[config.mk]
export PLATFORM = sky130hd
export DESIGN_NAME = mem_bus_arbiter
export DESIGN_NICKNAME = d
export VERILOG_FILES = /design/src/rtl/mem_bus_arbiter_pkg.sv /design/src/rtl/rr_priority_pick.sv /design/src/rtl/mem_bus_arbiter.sv
export SDC_FILE = /design/constraint.sdc
export NUM_CORES = 1
export LEC_CHECK = 0
export CORE_AREA = 2 2 132 134
export DETAILED_ROUTE_END_ITERATION = 8
export DIE_AREA = 0 0 134 136
export PLACE_DENSITY = 0.7
export SLEW_MARGIN = 20
export SYNTH_ARGS = -nofsm -noshare
export SYNTH_HDL_FRONTEND = slang
export SYNTH_HIERARCHICAL = 1
export SYNTH_SLANG_ARGS = --single-unit
[constraint.sdc]
create_clock -name clk -period 3.15 [get_ports clk]
set_input_delay 0.7875 -clock clk [delete_from_list [all_inputs] [get_ports clk]]
set_output_delay 0.7875 -clock clk [all_outputs]
set_load 0.02 [all_outputs]
[src/rtl/mem_bus_arbiter_pkg.sv]
// Shared definitions for the bus-1 memory arbiter.
// Holds the lock FSM state encodings (used only when ARB_LOCK_EN is defined)
// and a helper that gives the minimum requester-index width.
package mem_bus_arbiter_pkg;

  // Lock FSM states: IDLE arbitrates freely, LOCKED restricts grants to the owner.
  typedef enum logic {
    ARB_IDLE   = 1'b0,
    ARB_LOCKED = 1'b1
  } arb_state_e;

  // Minimum width of a requester index for num_req requesters (at least 1 bit).
  function automatic int unsigned req_idx_width(input int unsigned num_req);
    return (num_req <= 2) ? 1 : $clog2(num_req);
  endfunction

endpackage

[src/rtl/rr_priority_pick.sv]
// Rotating find-first: scans req starting at ptr, wrapping modulo NUM_REQ,
// and reports the first asserted bit as a one-hot vector and as an index.
// Purely combinational so it can be reused for other round-robin pickers.
module rr_priority_pick
  import mem_bus_arbiter_pkg::*;
#(
  parameter int unsigned NUM_REQ = 3,
  parameter int unsigned ID_W    = 2
) (
  input  logic [NUM_REQ-1:0] req,
  input  logic [ID_W-1:0]    ptr,
  output logic [NUM_REQ-1:0] gnt_oh,
  output logic [ID_W-1:0]    gnt_idx,
  output logic               gnt_any
);

  localparam int unsigned SumW = ID_W + 1;

  logic [SumW-1:0] sum;
  logic [ID_W-1:0] pos;

  // Walk offsets 0..NUM_REQ-1 from ptr; the first offset whose position requests wins.
  always_comb begin
    gnt_oh  = '0;
    gnt_idx = '0;
    gnt_any = 1'b0;
    sum     = '0;
    pos     = '0;
    for (int i = 0; i < NUM_REQ; i++) begin
      sum = {1'b0, ptr} + SumW'(i);
      if (sum >= SumW'(NUM_REQ)) begin
        sum = sum - SumW'(NUM_REQ);
      end
      pos = sum[ID_W-1:0];
      for (int j = 0; j < NUM_REQ; j++) begin
        if (!gnt_any && (pos == ID_W'(j)) && req[j]) begin
          gnt_any   = 1'b1;
          gnt_oh[j] = 1'b1;
          gnt_idx   = ID_W'(j);
        end
      end
    end
  end

endmodule

[src/rtl/mem_bus_arbiter.sv]
// Round-robin arbiter sharing memory bus 1 among NUM_REQ requesters.
// Muxes the winner onto the memory port, tracks the 1-cycle read latency and
// returns read data with a per-requester rvalid strobe.
// Optional feature macro: ARB_LOCK_EN (bus lock for atomic read-modify-write).
module mem_bus_arbiter
  import mem_bus_arbiter_pkg::*;
#(
  parameter int unsigned N       = 32,
  parameter int unsigned NUM_REQ = 3,
  parameter int unsigned ID_W    = 2
) (
  input  logic                 clk,
  input  logic                 rstb,
  input  logic [NUM_REQ-1:0]   req,
  input  logic [NUM_REQ-1:0]   wr,
  input  logic [NUM_REQ*N-1:0] addr,
  input  logic [NUM_REQ*N-1:0] din,
  input  logic [NUM_REQ-1:0]   lock,
  output logic [NUM_REQ-1:0]   gnt,
  output logic [NUM_REQ-1:0]   rvalid,
  output logic [N-1:0]         rdata,
  output logic                 mem_wr_ena,
  output logic [N-1:0]         mem_addr,
  output logic [N-1:0]         mem_din,
  input  logic [N-1:0]         mem_dout
);

  localparam logic [ID_W-1:0] LastIdx = ID_W'(NUM_REQ - 1);

  // Index of the requester after v, wrapping the last requester back to 0.
  function automatic logic [ID_W-1:0] idx_inc(input logic [ID_W-1:0] v);
    return (v == LastIdx) ? '0 : v + ID_W'(1);
  endfunction

  logic [ID_W-1:0]    rr_ptr_q, rr_ptr_d;
  logic [NUM_REQ-1:0] req_eff;
  logic [NUM_REQ-1:0] pick_oh;
  logic [ID_W-1:0]    pick_idx;
  logic               pick_any;
  logic               gnt_any;
  logic               win_wr;
  logic [N-1:0]       win_addr;
  logic [N-1:0]       win_din;
  logic [N-1:0]       mem_addr_q;
  logic [N-1:0]       mem_din_q;
  logic               rd_pend_q, rd_pend_d;
  logic [ID_W-1:0]    rd_id_q, rd_id_d;

  rr_priority_pick #(
    .NUM_REQ (NUM_REQ),
    .ID_W    (ID_W)
  ) u_pick (
    .req     (req_eff),
    .ptr     (rr_ptr_q),
    .gnt_oh  (pick_oh),
    .gnt_idx (pick_idx),
    .gnt_any (pick_any)
  );

  // Nothing is granted while reset is held.
  assign gnt_any = rstb & pick_any;
  assign gnt     = pick_oh & {NUM_REQ{rstb}};

  // Select the winning requester's command fields.
  always_comb begin
    win_wr   = 1'b0;
    win_addr = '0;
    win_din  = '0;
    for (int k = 0; k < NUM_REQ; k++) begin
      if (pick_oh[k]) begin
        win_wr   = wr[k];
        win_addr = addr[k*N +: N];
        win_din  = din[k*N +: N];
      end
    end
  end

  // Memory port: live winner on a grant, otherwise the last granted values.
  always_comb begin
    mem_wr_ena = gnt_any & win_wr;
    mem_addr   = '0;
    mem_din    = '0;
    if (gnt_any) begin
      mem_addr = win_addr;
      mem_din  = win_din;
    end else if (rstb) begin
      mem_addr = mem_addr_q;
      mem_din  = mem_din_q;
    end
  end

  // Keep a copy of the last granted address/data so the port is stable when idle.
  always_ff @(posedge clk) begin
    if (!rstb) begin
      mem_addr_q <= '0;
      mem_din_q  <= '0;
    end else if (gnt_any) begin
      mem_addr_q <= win_addr;
      mem_din_q  <= win_din;
    end
  end

`ifdef ARB_LOCK_EN
  arb_state_e         state_q, state_d;
  logic [ID_W-1:0]    owner_q, owner_d;
  logic [NUM_REQ-1:0] owner_oh;
  logic               owner_lock;
  logic               win_lock;

  // Decode the lock owner for request masking.
  always_comb begin
    owner_oh = '0;
    for (int k = 0; k < NUM_REQ; k++) begin
      owner_oh[k] = (owner_q == ID_W'(k));
    end
  end

  // Masking depends only on registered state, so it cannot loop through the picker.
  assign req_eff    = (state_q == ARB_LOCKED) ? (req & owner_oh) : req;
  assign owner_lock = |(lock & owner_oh);
  assign win_lock   = |(lock & pick_oh);

  // Lock FSM next state; the pointer is frozen while locked and resumes after the owner.
  always_comb begin
    state_d  = state_q;
    owner_d  = owner_q;
    rr_ptr_d = rr_ptr_q;
    case (state_q)
      ARB_IDLE: begin
        if (gnt_any) begin
          rr_ptr_d = idx_inc(pick_idx);
          if (win_lock) begin
            state_d = ARB_LOCKED;
            owner_d = pick_idx;
          end
        end
      end
      ARB_LOCKED: begin
        if (!owner_lock) begin
          state_d  = ARB_IDLE;
          rr_ptr_d = idx_inc(owner_q);
        end
      end
      default: state_d = ARB_IDLE;
    endcase
  end

  // Lock FSM state register.
  always_ff @(posedge clk) begin
    if (!rstb) begin
      state_q <= ARB_IDLE;
      owner_q <= '0;
    end else begin
      state_q <= state_d;
      owner_q <= owner_d;
    end
  end
`else
  logic unused_lock;
  assign unused_lock = ^lock;
  assign req_eff     = req;

  // Advance the pointer past the winner on every grant.
  always_comb begin
    rr_ptr_d = rr_ptr_q;
    if (gnt_any) begin
      rr_ptr_d = idx_inc(pick_idx);
    end
  end
`endif

  // Round-robin pointer register.
  always_ff @(posedge clk) begin
    if (!rstb) begin
      rr_ptr_q <= '0;
    end else begin
      rr_ptr_q <= rr_ptr_d;
    end
  end

  // A granted read is returned next cycle; record who issued it.
  always_comb begin
    rd_pend_d = gnt_any & ~win_wr;
    rd_id_d   = gnt_any ? pick_idx : rd_id_q;
  end

  // Read-return tracking register.
  always_ff @(posedge clk) begin
    if (!rstb) begin
      rd_pend_q <= 1'b0;
      rd_id_q   <= '0;
    end else begin
      rd_pend_q <= rd_pend_d;
      rd_id_q   <= rd_id_d;
    end
  end

  // Strobe the originating requester; a pending return is dropped if reset arrives.
  always_comb begin
    rvalid = '0;
    for (int k = 0; k < NUM_REQ; k++) begin
      rvalid[k] = rstb & rd_pend_q & (rd_id_q == ID_W'(k));
    end
  end

  assign rdata = mem_dout;

endmodule

# Word level (Yosys, flattened, before mapping)
# Index checks and enable logic that the tools add are counted.
# op_classes
addsub	6
mul	0
div	0
magnitude_cmp	3
eq_ne	9
shift	0
muxes	42
bitwise	9
n_reduce_logical	29
# ops
cell	n
2-to-1 mux 32 bit	10
2-to-1 mux 2 bit	11
2-to-1 mux 1 bit	21
logical AND 1 bit	17
equality test 2 bit (second input constant)	5
equality test 2 x 1 -> 1 bit (second input constant)	4
zero test 1 bit	8
zero test 2 bit	4
bitwise AND 1 bit	7
>= comparator 3 x 2 -> 1 bit (second input constant)	2
subtractor 2 bit (second input constant)	3
adder 2 x 1 -> 3 bit (second input constant)	1
adder 2 x 2 -> 3 bit (second input constant)	1
bitwise AND 3 bit	1
adder 2 x 1 -> 2 bit (second input constant)	1
>= comparator 2 bit (second input constant)	1
NOT 1 bit	1
# word_totals
regBits	69
latchBits	0
ram_bits	0
mem_bits_ro	0
output_inout_bits	103
memories	0

# Logic depth before layout (Yosys ltp)
# logic_depth
word_depth	40
depth_mapped	11
mapped_depth_nobuf	8

# Hierarchy
# Netlist, hierarchy kept.
# by_module_without_submodules
mod	n_inst	cells_each	area_per_inst_um2	seq_area_each_um2
mem_bus_arbiter	1	507	4963.5	1381.3
rr_priority_pick	1	22	131.4	0.0

# Worst setup path before layout
# No wires, ideal clock.
# synth_path
path_type	input to output
start	input req[1]
end	output mem_addr[31]
t_arrival_ps	2348
required_ps	2362
slack_ps	15
stages	6
cell_sequence	nand2b_1 -> o21ai_0 -> buf_4 -> buf_2 -> a221oi_1 -> o31ai_1
# synth_between
elab_chain_cells	32
# synth_lines
item	line	text
from (decl)	mem_bus_arbiter.sv:14	input logic [NUM_REQ-1:0] req,
logical AND 1 bit	rr_priority_pick.sv:36	if (!gnt_any && (pos == ID_W'(j)) && req[j]) begin
2-to-1 mux 1 bit	rr_priority_pick.sv:36	
zero test 1 bit	rr_priority_pick.sv:36	
logical AND 1 bit (2 in series)	rr_priority_pick.sv:36	
2-to-1 mux 1 bit	rr_priority_pick.sv:36	
zero test 1 bit	rr_priority_pick.sv:36	
logical AND 1 bit (2 in series)	rr_priority_pick.sv:36	
2-to-1 mux 1 bit	rr_priority_pick.sv:36	
(+13 left out)	--	
logical AND 1 bit (2 in series)	rr_priority_pick.sv:36	
2-to-1 mux 1 bit	rr_priority_pick.sv:36	
zero test 1 bit	rr_priority_pick.sv:36	
logical AND 1 bit (2 in series)	rr_priority_pick.sv:36	
2-to-1 mux 1 bit *	rr_priority_pick.sv:36	
net pick_oh[2]	mem_bus_arbiter.sv:37	logic [NUM_REQ-1:0] pick_oh;
2-to-1 mux 32 bit *	mem_bus_arbiter.sv:70	if (pick_oh[k]) begin
2-to-1 mux 32 bit *	mem_bus_arbiter.sv:83	if (gnt_any) begin
to (decl)	mem_bus_arbiter.sv:23	output logic [N-1:0] mem_addr,
# The timed path passes the listed nets; every way through them passes the cells marked *.

# Worst setup path after layout
# layout_path
start	input req[1]
end	output mem_din[15]
# layout_lines
item	line	text
logical AND 1 bit	rr_priority_pick.sv:36	
2-to-1 mux 1 bit	rr_priority_pick.sv:36	
zero test 1 bit	rr_priority_pick.sv:36	
logical AND 1 bit (2 in series)	rr_priority_pick.sv:36	
2-to-1 mux 1 bit	rr_priority_pick.sv:36	
zero test 1 bit	rr_priority_pick.sv:36	
logical AND 1 bit (2 in series)	rr_priority_pick.sv:36	
2-to-1 mux 1 bit	rr_priority_pick.sv:36	
(+5 left out)	--	
logical AND 1 bit (2 in series)	rr_priority_pick.sv:36	
2-to-1 mux 1 bit	rr_priority_pick.sv:36	
zero test 1 bit	rr_priority_pick.sv:36	
logical AND 1 bit (2 in series)	rr_priority_pick.sv:36	
2-to-1 mux 1 bit *	rr_priority_pick.sv:36	
net pick_oh[0]	mem_bus_arbiter.sv:37	
2-to-1 mux 32 bit * (3 in series)	mem_bus_arbiter.sv:70	
2-to-1 mux 32 bit *	mem_bus_arbiter.sv:83	
to (decl)	mem_bus_arbiter.sv:24	output logic [N-1:0] mem_din,
# Marked as above.

==> flow_summary.ini <==
[outcome]
status = complete, but fails checks
violations = setup timing

[place]
io_buffers = 270
placed_area_mm2 = 0.00875
gp_congestion = 0.886
dp.cells = 1079
dpl.hpwl_mm = 13.6

[setup_path]
cpPeakStageDelay_ns = 0.29
worstReg2RegStart = rr_ptr_q[0]
crit_path_max_fanout = 5
end_kind = output pin
worstPathArrival_ns = 2.54
cp_top_family = buffers and inverters
cp_num_cells = 10
setup.worst_path.class = input port to output pin
path_buf_inv = 5
critical-path-slowest-cell = o31ai_1
reg2regPathDepth = 12
cp_data_required_time_ns = 2.36
start_kind = input port
cp_cell_sequence = buf_2 > a211oi_2 > o21a_1 > nor2b_4 > buf_6 > buf_16 > buf_8 > a221oi_4 > o31ai_1 > buf_4
startpoint = req[1]

[sta]
drv_slew = 0
clock.fmax_mhz = 300
fin_ws_ns = -0.182
fin_skew_ns = 0.00717
fin_tns_setup_ns = -4.22
finalSetupViolations = 60
report.final.hold_viol_count = 0
relSlewSlack_pct = 71.5
rsz0062_at_grt = true
worstMarginPinSlew_ns = 0.424
period_share_pct = 106
fin_crit_ns = 3.33

[drt]
vias = 6166
drt_pass1_iterations = 4
postRouteWirelength_mm = 24.0
via_per_inst = 5.26
avgRoutedWirePerCell_um = 20.5
detail-route-antenna-nets = 0
drc = 0
drt-initial-drc-count = 216

[synthesis]
ys_seq_area_share_pct = 27.1
synth_edf_count = 0
async_flop_share_pct = 0
synthFlopType = dfxtp_1
syn-instance-count = 529
synthesis.area_mm2 = 0.00509
synth_top_area_share_pct = 27.1
ys_types = 32
yosys.area.top_type = dfxtp_1
synth_warnings = 6
mappedNetlistNets = 766
syn_area_per_cell_um2 = 9.63
yosys-top-cells-area = dfxtp_1 27%, o31ai_1 18%, a221oi_2 18%
synth-seq-cells = 69

[cts]
clkTransAtPathRegs_ns = 0.06
clock-sinks = 69
cts-buffers-inserted = 9
clk_latency_ns = 0.33
cts_root_buf = clkbuf_16
cts_tree = done
htree_levels = 3
clockBufferDepth = 2

[layout]
final_common_cell = clkdlybuf4s50_1
final_cells = 1173
fin_util_pct = 65.3
nets = 1180
diodes = 0
layout_common_cells = 198 x clkdlybuf4s50_1, 175 x buf_4, 93 x o31ai_1
syn_to_final_growth_pct = 116
fin_area_mm2 = 0.0110
layout-drive-gt1-share_pct = 46.8

[power]
cellPowerDensity_mw_per_mm2 = 804
ir_drop_mv = 0.367
power.leakage_nw = 4.34

[hold_path]
min-delay-start = mem_addr_q[28]
hold_path_depth = 2
hold_path_class = flip-flop to flip-flop

[floorplanning]
io_pins = 338
die_y_um = 136
core_mm2 = 0.0169
dieWidth_um = 134
initial_utilization_pct = 30.2
die_area_mm2 = 0.0182
rows = 48

[global_route]
antenna_found_initial = 0
grt_start_max_net_pins = 53
grt_pass1_wl_mm = 33.0
grt_remaining_overflow = 0
grtUsageTotal_pct = 23.5
grt_pass1_vias = 6192

[run]
cap_viol_max_count = 0
-- logic make-up (layout without fill, tap and decap cells) --
group / count (synthesis) / after routing / synth area share [%]
adders and majority gates: 2 / 2 / 0.491
muxes: 4 / 4 / 0.786
DFF: 69 / 69 / 27.1
and+or+nand+nor: 154 / 154 / 20.0
AOI/OAI and AO/OA: 204 / 204 / 38.9
buffers and inverters: 96 / 515 / 12.7
-- tightest hold or removal path, stage by stage (launching register included) --
cell and delay [ns]:
dfxtp_1 0.30, nand3b_1 0.09, o31ai_1 0.07
-- routing by layer --
metal  share of wire [%]  global-route usage (%)  up-vias
li1                    -                       -     2892
met1                  38                    25.6     2933
met2                  52                    43.1      295
met3                 7.1                    5.89       46
met4                 2.8                    9.87        0
met5                   0                       0        -
-- flip-flops by register name (all words and copies together), names as in the netlist --
| name | cells |
|---|---|
| rd_id_q | 2 |
| rr_ptr_q | 2 |
| mem_addr_q | 32 |
| rd_pend_q | 1 |
| mem_din_q | 32 |
-- worst paths after layout --
| check | end | slack (ns) |
|---|---|---|
| hold / removal | mem_addr_q[28] | 0.50 |
| setup / recovery | mem_din[15] | -0.18 |
| hold reg to reg | mem_addr_q[28] | 0.50 |
| setup reg to reg | mem_din_q[0] | 0.82 |
-- synthesized netlist by cell type (2+ instances only) --
| master | number |
|---|---|
| a21oi_1 | 4 |
| a221oi_1 | 2 |
| a221oi_2 | 60 |
| a32o_1 | 4 |
| and2_1 | 4 |
| buf_12 | 7 |
| buf_2 | 16 |
| buf_4 | 34 |
| buf_6 | 3 |
| clkbuf_1 | 29 |
| dfxtp_1 | 69 |
| ha_1 | 2 |
| inv_1 | 6 |
| mux2i_1 | 4 |
| nand2_1 | 7 |
| nand2b_1 | 2 |
| nand3b_1 | 64 |
| nor2_1 | 5 |
| nor2b_1 | 65 |
| nor3_1 | 4 |
| nor3b_1 | 2 |
| o21ai_0 | 2 |
| o31ai_1 | 125 |
-- report_power, final --
part	switching (W)	internal, W
clock	0.000383	0.000629
combinational	0.00299	0.00357
sequential	0.0000941	0.00119
total	0.00347	0.00540
-- area by class of cell --
type | count | area (um^2)
Fill cell | 1269 | 5850
Timing Repair Buffer | 493 | 4990
Multi-Input combinational cell | 364 | 4060
Sequential cell | 69 | 1380
Tap cell | 225 | 282
Clock buffer | 11 | 243
Clock inverter | 5 | 50.0
Inverter | 6 | 22.5
-- per-stage QoR --
| step | worst slack, ns | hold slack [ns] | total power, W |
|---|---|---|---|
| 2_1_floorplan | 0.0147 | 0.464 | 0.00384 |
| 4_1_cts | -0.195 | 0.501 | 0.00808 |
| 3_5_place_dp | -0.906 | 0.483 | 0.00584 |
| 5_1_grt | -0.251 | 0.518 | 0.00925 |
| 3_3_place_gp | -0.900 | 0.477 | 0.00579 |
| 6_report | -0.182 | 0.498 | 0.00886 |
-- what timing repair did --
item | CTS | global route
hold buffers | 0 | 0
resized for setup | 489 | 128
pin swaps | 33 | 52
gates cloned | 15 | 4
setup endpoints to repair | 68 | 67
setup buffers | 42 | 28
Power figures use the tool's default switching activity.
